==> src/rtl/imm_ext_pipe.sv <==
// imm_ext_pipe: two-stage pipelined LEGv8 immediate extractor/extender.
// Stage 1 latches the decoded format, the raw immediate field (right-aligned)
// and the MOVZ hw field. Stage 2 latches the extended/shifted immediate and
// drives the outputs directly. Valid/ready handshake on both sides, no skid.
module imm_ext_pipe #(
    parameter int DATA_W   = 64,    // 32 or 64
    parameter bit SHIFT_BR = 1'b1   // scale CB/B offsets to byte offsets
) (
    input  logic              clk,
    input  logic              reset,
    input  logic              in_valid,
    output logic              in_ready,
    input  logic [31:0]       in_instr,
    output logic              out_valid,
    input  logic              out_ready,
    output logic [DATA_W-1:0] out_imm,
    output logic [2:0]        out_fmt,
    output logic              out_illegal
);

    typedef enum logic [2:0] {
        FMT_NONE = 3'd0,
        FMT_D    = 3'd1,
        FMT_CB   = 3'd2,
        FMT_B    = 3'd3,
        FMT_I    = 3'd4,
        FMT_IM   = 3'd5
    } fmt_e;

    // Opcode table on instr[31:21]: a pattern hits when the cared-for bits
    // match. The patterns are mutually exclusive, so at most one hits.
    localparam int N_PAT = 10;
    localparam logic [10:0] PAT_VAL [N_PAT] = '{
        11'b11111000010,    // LDUR
        11'b11111000000,    // STUR
        11'b10110100000,    // CBZ
        11'b10110101000,    // CBNZ
        11'b00010100000,    // B
        11'b10010001000,    // ADDI
        11'b10010010000,    // ANDI
        11'b10110010000,    // ORRI
        11'b11010001000,    // SUBI
        11'b11010010100     // MOVZ
    };
    localparam logic [10:0] PAT_CARE [N_PAT] = '{
        11'b11111111111,
        11'b11111111111,
        11'b11111111000,
        11'b11111111000,
        11'b11111100000,
        11'b11111111110,
        11'b11111111110,
        11'b11111111110,
        11'b11111111110,
        11'b11111111100
    };
    localparam fmt_e PAT_FMT [N_PAT] = '{
        FMT_D, FMT_D, FMT_CB, FMT_CB, FMT_B,
        FMT_I, FMT_I, FMT_I, FMT_I, FMT_IM
    };

    // MOVZ with hw >= 2 cannot be represented in a 32-bit result.
    localparam bit NARROW = (DATA_W == 32);

    // Pipeline state
    logic              s1_valid_reg;
    fmt_e              s1_fmt_reg;
    logic [25:0]       s1_raw_reg;
    logic [1:0]        s1_hw_reg;

    logic              s2_valid_reg;
    logic [DATA_W-1:0] s2_imm_reg;
    fmt_e              s2_fmt_reg;
    logic              s2_ill_reg;

    // Next-state values
    fmt_e              s1_fmt_next;
    logic [25:0]       s1_raw_next;
    logic [1:0]        s1_hw_next;
    logic [63:0]       ext_wide;
    logic [DATA_W-1:0] s2_imm_next;
    logic              s2_ill_next;

    // Handshake: a stage loads when it is empty or its contents move on.
    logic s1_load;
    logic s2_load;

    assign s2_load  = !s2_valid_reg || out_ready;
    assign s1_load  = !s1_valid_reg || s2_load;
    assign in_ready = s1_load;

    // One match comparator per opcode pattern.
    logic [N_PAT-1:0] pat_hit;
    genvar gi;
    generate
        for (gi = 0; gi < N_PAT; gi++) begin : g_pat
            assign pat_hit[gi] = ((in_instr[31:21] & PAT_CARE[gi]) == PAT_VAL[gi]);
        end
    endgenerate

    // Select the format of whichever pattern hit (none -> R/none).
    always_comb begin
        s1_fmt_next = FMT_NONE;
        for (int i = 0; i < N_PAT; i++) begin
            if (pat_hit[i]) begin
                s1_fmt_next = PAT_FMT[i];
            end
        end
    end

    // Pick the raw immediate field for the decoded format, right-aligned.
    always_comb begin
        s1_raw_next = '0;
        case (s1_fmt_next)
            FMT_D:   s1_raw_next = {17'd0, in_instr[20:12]};
            FMT_CB:  s1_raw_next = {7'd0, in_instr[23:5]};
            FMT_B:   s1_raw_next = in_instr[25:0];
            FMT_I:   s1_raw_next = {14'd0, in_instr[21:10]};
            FMT_IM:  s1_raw_next = {10'd0, in_instr[20:5]};
            default: s1_raw_next = '0;
        endcase
    end

    assign s1_hw_next = in_instr[22:21];

    // Stage 1 register: captures the decoded instruction when it is accepted.
    always_ff @(posedge clk) begin
        if (reset) begin
            s1_valid_reg <= 1'b0;
            s1_fmt_reg   <= FMT_NONE;
            s1_raw_reg   <= '0;
            s1_hw_reg    <= '0;
        end else if (s1_load) begin
            s1_valid_reg <= in_valid;
            if (in_valid) begin
                s1_fmt_reg <= s1_fmt_next;
                s1_raw_reg <= s1_raw_next;
                s1_hw_reg  <= s1_hw_next;
            end
        end
    end

    // Extension and shifting done at 64 bits, then truncated to DATA_W so
    // anything shifted above the output width is simply dropped.
    always_comb begin
        ext_wide    = '0;
        s2_ill_next = 1'b0;
        case (s1_fmt_reg)
            FMT_D: begin
                ext_wide = {{55{s1_raw_reg[8]}}, s1_raw_reg[8:0]};
            end
            FMT_CB: begin
                ext_wide = {{45{s1_raw_reg[18]}}, s1_raw_reg[18:0]};
                if (SHIFT_BR) begin
                    ext_wide = ext_wide << 2;
                end
            end
            FMT_B: begin
                ext_wide = {{38{s1_raw_reg[25]}}, s1_raw_reg[25:0]};
                if (SHIFT_BR) begin
                    ext_wide = ext_wide << 2;
                end
            end
            FMT_I: begin
                ext_wide = {52'd0, s1_raw_reg[11:0]};
            end
            FMT_IM: begin
                if (NARROW && s1_hw_reg[1]) begin
                    s2_ill_next = 1'b1;
                end else begin
                    ext_wide = {48'd0, s1_raw_reg[15:0]} << {s1_hw_reg, 4'b0000};
                end
            end
            default: begin
                ext_wide = '0;
            end
        endcase
    end

    assign s2_imm_next = ext_wide[DATA_W-1:0];

    // Stage 2 register: holds the finished result; it stays put while the
    // consumer stalls, and keeps its last value across bubbles.
    always_ff @(posedge clk) begin
        if (reset) begin
            s2_valid_reg <= 1'b0;
            s2_imm_reg   <= '0;
            s2_fmt_reg   <= FMT_NONE;
            s2_ill_reg   <= 1'b0;
        end else if (s2_load) begin
            s2_valid_reg <= s1_valid_reg;
            if (s1_valid_reg) begin
                s2_imm_reg <= s2_imm_next;
                s2_fmt_reg <= s1_fmt_reg;
                s2_ill_reg <= s2_ill_next;
            end
        end
    end

    assign out_valid   = s2_valid_reg;
    assign out_imm     = s2_imm_reg;
    assign out_fmt     = s2_fmt_reg;
    assign out_illegal = s2_ill_reg;

endmodule

==> config.mk <==
export PLATFORM = sky130hd
export DESIGN_NAME = imm_ext_pipe
export DESIGN_NICKNAME = d
export VERILOG_FILES = /design/src/rtl/imm_ext_pipe.sv
export SDC_FILE = /design/constraint.sdc
export NUM_CORES = 1
export LEC_CHECK = 0
export BUFFER_PORTS_ARGS = -buffer_cell sky130_fd_sc_hd__buf_2
export CORE_MARGIN = 2
export CORE_UTILIZATION = 50
export DETAILED_ROUTE_END_ITERATION = 16
export GPL_TIMING_DRIVEN = 0
export PLACE_DENSITY = 0.81
export SETUP_SLACK_MARGIN = 0.2
export SLEW_MARGIN = 15
export SYNTH_ARGS = -nofsm -noshare
export SYNTH_HDL_FRONTEND = slang
export SYNTH_SLANG_ARGS = --single-unit
==> constraint.sdc <==
create_clock -name clk -period 2.2 [get_ports clk]
set_input_delay 0.33 -clock clk [delete_from_list [all_inputs] [get_ports clk]]
set_output_delay 0.33 -clock clk [all_outputs]
set_load 0.02 [all_outputs]
# Word-level counts from Yosys, hierarchy flattened
# Index checks and enable logic that the tools add are counted.
[totals] ff_bits=100 out_inout_bits=70 elab_cells=46
[classes] eq_ne=20 shift=1 n_mux=12 n_reduce_logical=6
[op_table] op="$pmux 64 s5" n=1
[op_table] op="$pmux 26 s5" n=1
[op_table] op="$shl 16x6->64" n=1
[op_table] op="$eq 10x10->1 const B" n=4
[op_table] op="$eq 11x11->1 const B" n=2
[op_table] op="$eq 8x8->1 const B" n=2
[op_table] op="$mux 3" n=5
[op_table] op="$eq 3x2->1 const B" n=4
[op_table] op="$eq 3x3->1 const B" n=4
[op_table] op="$eq 9x9->1 const B" n=1
[op_table] op="$eq 3x1->1 const B" n=2
[op_table] op="$eq 6x3->1 const B" n=1
[op_table] op="$mux 2" n=3
[op_table] op="$reduce_and 2->1" n=2
[op_table] op="$logic_not 1->1" n=2
[op_table] op="$logic_or 1x1->1" n=2
[op_table] op="$mux 1" n=2

# Logic depth before layout (Yosys ltp)
[logic_depth] word_depth=13 mapped_depth=8 depth_no_buf=5

# Worst setup path after synthesis
# Ideal clock, no wire load.
[synth_path] path_kind="reg2reg" start="register s2_valid_reg, in the netlist out_valid" end="register s1_raw_reg[8]" arrival_time_ps=1791 path_slack_ps=329 stages_incl_launch_ff=8 period_less_slack_ps=1871 cell_sequence="dfxtp_1 > nand3b_1 > and2_1 > clkbuf_1 > nor2_2 > buf_2 > a22oi_1 > a22oi_1"
[synth_via] elab_chain_len=4
[synth_lines] element="start: declaration" line_no="71" rtl="logic s2_valid_reg;"
[synth_lines] element="start signal: assignment" line_no="191" rtl="s2_valid_reg <= s1_valid_reg;"
[synth_lines] element="$logic_not 1->1" line_no="88" rtl="assign s2_load = !s2_valid_reg || out_ready;"
[synth_lines] element="$logic_or 1x1->1" line_no="88"
[synth_lines] element="$logic_or 1x1->1" line_no="89" rtl="assign s1_load = !s1_valid_reg || s2_load;"
[synth_lines] element="net in_ready" line_no="12" rtl="output logic in_ready,"
[synth_lines] element="$reduce_and 2->1 (no line)"
[synth_lines] element="end signal: assignment" line_no="137" rtl="s1_raw_reg <= s1_raw_next;"
[synth_lines] element="end: declaration" line_no="68" rtl="logic [25:0] s1_raw_reg;"
# The timed path passes the listed nets, and every way through them passes these cells.
# A chain may end at the register's enable or synchronous reset.

# Worst setup path after layout
[layout_path] start="register s1_fmt_reg[0]" end="register s2_imm_reg[14], in the netlist out_imm[14]"
[layout_via] elab_chain_len=2 elab_cells_between_ends=6 classes_between="eq/ne: 5; mux: 1"
[layout_lines] element="start: declaration" line_no="67" rtl="fmt_e s1_fmt_reg;"
[layout_lines] element="start signal: assignment" line_no="136" rtl="s1_fmt_reg <= s1_fmt_next;"
[layout_lines] element="$eq 3x3->1 (tied with other cells)" line_no="148" rtl="case (s1_fmt_reg)"
[layout_lines] element="$pmux 64 s5 *" line_no="148"
[layout_lines] element="end signal: assignment" line_no="193" rtl="s2_imm_reg <= s2_imm_next;"
[layout_lines] element="end: declaration" line_no="72" rtl="logic [DATA_W-1:0] s2_imm_reg;"
# Every way passes the cells marked *; elsewhere a longest branch is shown, timed or not.

==> results.md <==
* Area Overhead vs Synth at 19.67%
* Num CTS Buffers at 9
* Initial Utilization at between 50 and 60%
* CP max stage cell: dfxtp_1
* Syn Inst Count at ~530
* Final WL at roughly 14000 um
* Initial antenna violation count at 0
* Commonest cells after routing, fill and taps aside: buf_2, dfxtp_1, nor2_1
* Final Core Density at 61.71%
* Worst Tran Pin Value at 0.6735 ns
* Max reg flops at 64
* Detail Placement HPWL at roughly 10000 um
* Fmax at 0.5301 GHz
* Hold Crit Class: input pin to flip-flop
* Syn avg cell area at roughly 8.5 sq um
* CTS root buffer: clkbuf_8
* Clk_lat worst skew at between 0.3 and 0.4 ns
* Routability cong. at 0.9245
* Layout net count at approximately 690
* Pin count of the biggest net entering global routing at 18
* First-pass GRT wire length at roughly 22000 um
* Total number of vias at a little under 5000
* # DRC at 0
* Peak supply drop at 0.0003778 V
* CTS Hold Bufs at 0
* Total power at about 3.2 mW
* GRT Total Usage at between 20% and 30%
* PortBufs at 104
* Post-synth EDFFs at 0
* Clk sinks at 100
* Final ANT Viol Nets at 0
* Die area at between 9000 and 10000 sq um
* Ports at between 100 and 150
* RSZ-0062 raised after global routing: true
* Share of cells above drive strength 1 at 23.66%
* Core area at ~8700 sq um
* TritonCTS clock tree: yes
* Sequential fraction of the synthesis area at between 40 and 50%
* Power per cell area at 591.1 nW/um^2
* Crit Path Max Fanout at 10
* Final Hold Viols at 0
* CP delay by family, top: simple AND/OR/NAND/NOR gates
* Gr ovfl total at 0
* Lkg Pwr at ~2.1 nW
* Vias in the first global route at roughly 4400
* CP cell instances: buf_2, nor4bb_1, buf_4, nor2b_1, a221o_1, a22oi_1, nor2_1
* Asr flop ratio synth at 0%
* Drt first pass iters at 7
* Setup TNS at 0 ns
* Placed Area at 5152 sq um
* Final Skew at slightly below 0.009 ns
* Clock-pin slew on the worst setup and hold paths at ~0.10 ns
* Crit path DAT at ~2.2 ns
* Slew headroom at between 50% and 60%
* Final worst-path cycle share at a little under nine tenths
* YS warnings at 0
* R2R Setup Slk at between 0.3 and 0.4 ns
* Status: finished clean
* Flops & latches, synth at 100
* Post-route cell area at around 5400 sq um
* WL/cell at about 18 um
* Die X at roughly 100 um
* Min cycle time layout at roughly 1.9 ns
* CTS max path bufs at 2
* Post-synth top flop: dfxtp_1
* Chip Height at 98.84 um
* Number of max-cap violations at 0
* Critical Path RT at around 2.5 ns
* Commonest non-fill, non-tap cell in the layout: buf_2
* CP Buf/Inv Count at 2
* Synth Net Count at 568
* Final Max Tran Viols at 0
* Ant diodes at 0
* CP endpoint kind: flip-flop
* Rows at 34
* Vias per Instance at 6.349
* Type of origin of the critical path: flip-flop
* Critical path's largest stage delay at between 0.3 and 0.4 ns
* Crit Path Class: flip-flop to flip-flop
* Post-synthesis cell area at roughly 4500 sq um
* Final setup fails at 0
* First DRT Iteration DRCs at roughly 530
* H-tree depth at 3
* Yosys cell types at 46
layer usage:
layer,wire length (um),GRT usage (%)
met1,5975,38.72
met2,6182,43.66
met3,1332,3.972
met4,534,14.01
met5,0,0
synth_stat cells (10+ instances only):
cell	count	area share [%]
a222oi_1	12	2.7
nand3_1	19	2.1
o21ai_0	10	1.1
buf_2	12	1.3
nor2_1	84	7.0
a221o_1	10	2.2
dfxtp_1	100	45
a21oi_1	72	8.0
clkbuf_1	37	3.1
a2bb2oi_1	23	4.5
nand2_1	29	2.4
a22oi_1	49	8.2
kinds of logic (layout without fill, tap and decap cells):
family,count (synthesis),in the layout,synth area share [%]
AOI/OAI and AO/OA,201,201,31.75
DFF,100,100,44.52
and+or+nand+nor,168,168,17.59
other,1,1,0.08339
muxes,2,2,0.4452
buffers and inverters,60,183,5.620
power by group:
group | total, mW | switching (mW) | internal (mW)
combinational | 0.264 | 0.181 | 0.0825
clock | 1.09 | 0.668 | 0.424
sequential | 1.83 | 0.00776 | 1.82
total | 3.18 | 0.857 | 2.32
worst reg2reg max path, delay by kind of cell (launching register included):
| kind | cells | cell delay (ns) |
|---|---|---|
| flip-flops | 1 | 0.37 |
| AO/OA/AOI/OAI | 2 | 0.30 |
| buffers and inverters | 2 | 0.43 |
| AND/OR/NAND/NOR | 3 | 0.74 |
final cells by class:
cell class              count  area (sq um)
multi-input cells         372          2255
flip-flops and latches    100          2002
well taps                 108         135.1
clock buffers              10         127.6
clock inverters             6         48.80
repair buffers            107         543.0
plain buffers              56         255.2
inverters                   4         15.01
fillers                   758          3339
path summary, 6_finish.rpt:
kind            startpoint      endpoint  cells after the start
min               in_valid  s1_valid_reg                      3
min reg2reg    out_imm[61]   out_imm[61]                      2
max reg2reg  s1_fmt_reg[0]   out_imm[14]                      7
max          s1_fmt_reg[0]   out_imm[14]                      7
repair_timing:
item                                   4_1_cts  5_1_grt
endpoints found under the hold margin        0        0
pin swaps                                    0        2
resized for setup                            1       24
setup buffers                                0        3
setup endpoints to repair                    2       75
metrics by stage:
step	worst slack, ns	hold WS [ns]	cells
6_report	0.3135	0.2020	763
5_1_grt	0.1965	0.2143	763
4_1_cts	0.2000	0.2007	760
3_5_place_dp	0.05483	0.4747	744
3_3_place_gp	0.1419	0.4588	744
2_1_floorplan	0.3294	0.4255	532
Note: power is estimated with default switching activity, not from simulation.
